File: config.mk
export PLATFORM = sky130hd
export DESIGN_NAME = prefetch_fifo_rd_arb
export DESIGN_NICKNAME = d
export VERILOG_FILES = /design/src/rtl/prefetch_arb_pkg.sv /design/src/rtl/rr_pick.sv /design/src/rtl/prefetch_fifo_rd_arb.sv
export SDC_FILE = /design/constraint.sdc
export NUM_CORES = 1
export LEC_CHECK = 0
export BUFFER_PORTS_ARGS = -buffer_cell sky130_fd_sc_hd__buf_2
export CAP_MARGIN = 10
export CORE_ASPECT_RATIO = 0.9
export CORE_MARGIN = 1.5
export CORE_UTILIZATION = 30
export DETAILED_ROUTE_END_ITERATION = 12
export PLACE_DENSITY = 0.75
export SLEW_MARGIN = 40
export SYNTH_ARGS = -nofsm -noshare
export SYNTH_HDL_FRONTEND = slang
export SYNTH_SLANG_ARGS = --single-unit
File: constraint.sdc
create_clock -name clk -period 2.9 [get_ports clk]
set_input_delay 0.29 -clock clk [delete_from_list [all_inputs] [get_ports clk]]
set_output_delay 0.29 -clock clk [all_outputs]
set_load 0.02 [all_outputs]
File: src/rtl/prefetch_arb_pkg.sv
// Shared definitions for the prefetch FIFO read arbiter: FSM encoding and
// a width helper that never returns zero.
package prefetch_arb_pkg;

    typedef enum logic [1:0] {
        ST_IDLE  = 2'd0,
        ST_GRANT = 2'd1,
        ST_BURST = 2'd2
    } arb_state_e;

    // Index width for n items; at least 1 bit so single-value fields stay legal.
    function automatic int clog2w(input int n);
        return (n <= 2) ? 1 : $clog2(n);
    endfunction

endpackage

File: src/rtl/rr_pick.sv
// Round-robin requester search starting one past the previous winner.
module rr_pick
    import prefetch_arb_pkg::*;
#(
    parameter int N     = 4,
    parameter int IDX_W = clog2w(N)
) (
    input  logic [N-1:0]     req,
    input  logic [IDX_W-1:0] last_grant,
    output logic [IDX_W-1:0] winner,
    output logic             any
);

    // cand[k] is the source visited k+1 steps after last_grant.
    logic [IDX_W-1:0] cand [N];

    genvar gi;
    generate
        for (gi = 0; gi < N; gi++) begin : g_cand
            assign cand[gi] = IDX_W'((int'(last_grant) + gi + 1) % N);
        end
    endgenerate

    // Walk from the farthest candidate down so the nearest requester wins.
    always_comb begin
        winner = '0;
        any    = 1'b0;
        for (int k = N - 1; k >= 0; k--) begin
            if (req[cand[k]]) begin
                winner = cand[k];
                any    = 1'b1;
            end
        end
    end

endmodule

File: src/rtl/prefetch_fifo_rd_arb.sv
// Burst arbiter over N show-ahead prefetch FIFO read ports with round-robin
// grants, fixed-length bursts and an idle timeout that aborts a starved burst.
module prefetch_fifo_rd_arb
    import prefetch_arb_pkg::*;
#(
    parameter int N_SRC     = 4,
    parameter int DATA_W    = 32,
    parameter int BURST_LEN = 16,
    parameter int TIMEOUT   = 64
) (
    input  logic                       clk,
    input  logic                       rst_n,
    input  logic                       en,
    input  logic [N_SRC-1:0]           src_vld,
    input  logic [N_SRC*DATA_W-1:0]    src_data,
    output logic [N_SRC-1:0]           src_rd_en,
    output logic                       m_valid,
    input  logic                       m_ready,
    output logic [DATA_W-1:0]          m_data,
    output logic [clog2w(N_SRC)-1:0]   m_id,
    output logic                       m_last,
    output logic                       burst_abort,
    output logic                       busy
);

    localparam int ID_W   = clog2w(N_SRC);
    localparam int BEAT_W = clog2w(BURST_LEN);
    localparam int IDLE_W = clog2w(TIMEOUT);
    localparam logic [BEAT_W-1:0] BEAT_LAST = BEAT_W'(BURST_LEN - 1);
    localparam logic [IDLE_W-1:0] IDLE_LAST = IDLE_W'(TIMEOUT - 1);
    localparam logic [ID_W-1:0]   SRC_LAST  = ID_W'(N_SRC - 1);

    arb_state_e        state_q, state_d;
    logic [ID_W-1:0]   grant_q, grant_d;
    logic [ID_W-1:0]   last_grant_q, last_grant_d;
    logic [BEAT_W-1:0] beat_q, beat_d;
    logic [IDLE_W-1:0] idle_q, idle_d;

    logic [DATA_W-1:0] src_word [N_SRC];
    logic [ID_W-1:0]   pick_idx;
    logic              pick_any;
    logic              in_burst;
    logic              cur_vld;
    logic              xfer;
    logic              beat_is_last;
    logic              timeout_hit;

    genvar gi;
    generate
        for (gi = 0; gi < N_SRC; gi++) begin : g_src
            assign src_word[gi]  = src_data[gi*DATA_W +: DATA_W];
            assign src_rd_en[gi] = xfer & (grant_q == ID_W'(gi));
        end
    endgenerate

    rr_pick #(
        .N     (N_SRC),
        .IDX_W (ID_W)
    ) u_pick (
        .req        (src_vld),
        .last_grant (last_grant_q),
        .winner     (pick_idx),
        .any        (pick_any)
    );

    // The datapath is a combinational window onto the granted FIFO head.
    assign in_burst     = (state_q == ST_BURST);
    assign cur_vld      = src_vld[grant_q];
    assign m_valid      = in_burst & cur_vld;
    assign m_data       = in_burst ? src_word[grant_q] : '0;
    assign m_id         = grant_q;
    assign beat_is_last = (beat_q == BEAT_LAST);
    assign m_last       = m_valid & beat_is_last;
    assign xfer         = m_valid & m_ready;
    assign timeout_hit  = in_burst & ~cur_vld & (idle_q == IDLE_LAST);
    assign burst_abort  = timeout_hit;
    assign busy         = (state_q != ST_IDLE);

    always_comb begin
        state_d      = state_q;
        grant_d      = grant_q;
        last_grant_d = last_grant_q;
        beat_d       = beat_q;
        idle_d       = idle_q;
        unique case (state_q)
            ST_IDLE: begin
                if (en && pick_any) begin
                    grant_d      = pick_idx;
                    last_grant_d = pick_idx;
                    state_d      = ST_GRANT;
                end
            end
            ST_GRANT: begin
                beat_d  = '0;
                idle_d  = '0;
                state_d = ST_BURST;
            end
            ST_BURST: begin
                // A stalled beat still has its head word, so it resets the idle run.
                if (cur_vld) begin
                    idle_d = '0;
                end else if (idle_q != IDLE_LAST) begin
                    idle_d = idle_q + 1'b1;
                end
                if (xfer) begin
                    beat_d = beat_q + 1'b1;
                    if (beat_is_last) begin
                        state_d = ST_IDLE;
                    end
                end
                if (timeout_hit) begin
                    state_d = ST_IDLE;
                end
            end
            default: state_d = ST_IDLE;
        endcase
    end

    always_ff @(posedge clk or negedge rst_n) begin
        if (!rst_n) begin
            state_q      <= ST_IDLE;
            grant_q      <= '0;
            last_grant_q <= SRC_LAST;
            beat_q       <= '0;
            idle_q       <= '0;
        end else begin
            state_q      <= state_d;
            grant_q      <= grant_d;
            last_grant_q <= last_grant_d;
            beat_q       <= beat_d;
            idle_q       <= idle_d;
        end
    end

endmodule

==> results.sh <==
export IMPL_diodes=0
export IMPL_synthArstFlopShare_pct=100
export IMPL_synth_distinct_cells=38
export IMPL_cts_buffers=3
export IMPL_worst_pin_slew_ns=0.518
export IMPL_overflow=0
export IMPL_portBuffers=177
export IMPL_drive_gt1_share_pct=63.3
export IMPL_met2_usage_pct=31.8
export IMPL_yosysWarnings=0
export IMPL_fmax_mhz=421
export IMPL_cellPowerDensity_nw_per_um2=711
export IMPL_rsz0062_at_grt="no"
export IMPL_n_fill_cell=638
export IMPL_dp_hpwl_um=5750
export IMPL_clock_sinks=16
export IMPL_core_um2=6520
export IMPL_antenna_found_initial=0
export IMPL_grt_use_met3_pct=2.77
export IMPL_worst_setup_path_end_kind="output pin"
export IMPL_p_sw_w=0.000953
export IMPL_vdd_drop_max_uv=239
export IMPL_min_period_ns=2.38
export IMPL_grt_pass1_wl_um=10100
export IMPL_setup_viol=0
export IMPL_outcome="finished, final reports clean"
export IMPL_cts_tree="done"
export IMPL_stdcell_area_um2=3050
export IMPL_slew_violations=0
export IMPL_via_count=2227
export IMPL_grtUsageMet1_pct=22.5
export IMPL_fp_dieW_um=89.3
export IMPL_track_usage_pct=17.9
export IMPL_p_seq_share_pct=18.1
export IMPL_die_height_um=80.7
export IMPL_drc_errors=0
export IMPL_cp_arrival_ns=2.09
export IMPL_post_synth_cell_area_avg_um2=10.8
export IMPL_fp_dieArea_um2=7210
export IMPL_initial_core_util_pct=30.9
export IMPL_synth_top_flop_cell="dfrtp_1"
export IMPL_leakage_nw=1.57
export IMPL_ant_nets=0
export IMPL_drt_first_pass_iters=4
export IMPL_cap_violations=0
export IMPL_place_congestion=0.851
export IMPL_placed_area_um2=2990
export IMPL_wl_per_cell_um=15.4
export IMPL_hold_path_class="in -> reg"
export IMPL_final_nets=500
export IMPL_area_delta_synth_final_pct=51.6
export IMPL_busiest_layer="met2"
export IMPL_cts_clk_slew_worst_paths_ns=0.07
export IMPL_pwr_share_comb_pct=72.7
export IMPL_rows=28
export IMPL_internal_power_w=0.00122
export IMPL_synth_edff_count=0
export IMPL_hold_violations=0
export IMPL_clockBufferDepth=2
export IMPL_maxSlewHeadroom_pct=65.4
export IMPL_first_global_vias=2128
export IMPL_worstPathRequired_ns=2.61
export IMPL_fin_crit_sh_pct=82.0
export IMPL_drt_iter0_markers=75
export IMPL_synthCells=186
export IMPL_synth_seq_area_share_pct=20.0
export IMPL_tns_ns=0
export IMPL_drt_wl_total_um=6880
export IMPL_synth_seq_cells=16
export IMPL_finClkSkew_ns=0.00106
export IMPL_num_io_pins=178
export IMPL_switching_share_pct=43.9
export IMPL_avgViaCountPerCell=4.98
export IMPL_clock_root_buffer="clkbuf_8"
export IMPL_insertion_delay_ns=0.25
export IMPL_critPathKind="reg -> out"
export IMPL_cts_max_level=1
export IMPL_synth_fp_nets=328
export IMPL_worstPathMaxFanout=22
export IMPL_pwr_share_clk_pct=9.2
export IMPL_cts_setup_buffers=0
export IMPL_critPathLaunchType="flip-flop"
export IMPL_grt_max_degree=41
export IMPL_synth_area_um2=2010
## per-layer routing
layer	up-vias	part of all wire, %
met2	95	50
met5	-	0
met3	12	6.8
li1	1061	-
met1	1059	41
met4	0	1.9
## metrics by stage
stage	hold WS (ns)	util [%]	power (W)	instances	worst slack, ns
floorplan	-0.00559	-	0.00158	186	0.820
global placement	0.218	45.8	0.00195	442	0.766
detailed placement	0.228	45.8	0.00199	442	0.743
CTS	0.422	46.8	0.00220	447	0.469
global route	0.450	46.8	0.00235	447	0.371
finish	0.419	46.8	0.00217	447	0.523
## synthesized netlist by cell type (2+ instances only)
library cell / instances / area (um2)
nand2b_1: 3 / 18.8
a22o_1: 2 / 17.5
and3_1: 3 / 18.8
a21o_1: 3 / 22.5
o31ai_1: 2 / 15.0
buf_2: 4 / 20.0
nand3_1: 5 / 25.0
nand2_1: 14 / 52.6
a21oi_1: 9 / 45.0
ha_1: 6 / 75.1
o21ai_0: 6 / 30.0
clkbuf_1: 8 / 30.0
mux4_2: 33 / 743
mux2i_1: 4 / 40.0
and4_1: 2 / 17.5
inv_1: 6 / 22.5
and2_1: 34 / 213
nand4_1: 2 / 12.5
dfstp_2: 2 / 52.6
nor2_1: 7 / 26.3
dfrtp_1: 14 / 350
## critical path, stage by stage, from the launching register on
cell and delay (ns):
dfrtp_2 0.70, buf_12 0.27, mux4_2 0.51, and2_1 0.18, buf_2 0.16
## sequential cells by signal, summed over array words and instances, names as in the netlist
signal	cells
idle_q	6
beat_q	4
last_grant_q	2
m_id	2
state_q	2
## path summary, 6_finish.rpt
path                       slack, ns        from  depth (start not counted)              end
max                             0.52     m_id[0]                          4       m_data[31]
min                             0.42     m_ready                          3        beat_q[0]
max reg2reg                     0.93  state_q[0]                          6       state_q[0]
min reg2reg                     0.50   beat_q[3]                          1        beat_q[3]
max in group asynchronous       2.10       rst_n                          2  last_grant_q[1]
min in group asynchronous       0.49       rst_n                          2        idle_q[4]
## power groups by stage
stage / Combinational (W) / Sequential [W] / Clock [W]
after floorplan: 0.00123 / 0.000343 / 0
after global placement: 0.00156 / 0.000397 / 0
after detailed placement: 0.00159 / 0.000403 / 0
after CTS: 0.00160 / 0.000399 / 0.000203
after global routing: 0.00172 / 0.000415 / 0.000216
final: 0.00158 / 0.000393 / 0.000199
## kinds of logic after synthesis
| logic type | synth area share [%] |
|---|---|
| AOI/OAI and AO/OA | 10.7 |
| adders and majority gates | 3.73 |
| buffers and inverters | 4.17 |
| DFF | 20.0 |
| muxes | 40.2 |
| and+or+nand+nor | 21.1 |
## repair_timing
action,CTS,global route
hold buffers,1,0
endpoints found under the hold margin,14,0
gates resized for setup,0,0
## final cells by class
type	count	area (um2)	share of cell area [%]
tap	90	113	3.69
inverter	6	22.5	0.738
sequential	16	404	13.2
timing repair buffer	181	931	30.5
clock buffer	4	55.1	1.80
multi-input combinational	150	1530	50.0
## layout by cell type (no fill, tap or decap), types with 3 or more instances in the layout
master | synthesis | routed
nand2b_1 | 3 | 3
mux2i_1 | 4 | 4
ha_1 | 6 | 6
dfrtp_1 | 14 | 13
buf_2 | 4 | 177
nand3_1 | 5 | 5
a21o_1 | 3 | 3
a21oi_1 | 9 | 9
nor2_1 | 7 | 7
and3_1 | 3 | 3
nand2_1 | 14 | 14
mux4_2 | 33 | 33
clkbuf_8 | 0 | 4
and2_1 | 34 | 34
inv_1 | 6 | 6
o21ai_0 | 6 | 6
No activity file was read; power rests on OpenSTA's default activity.
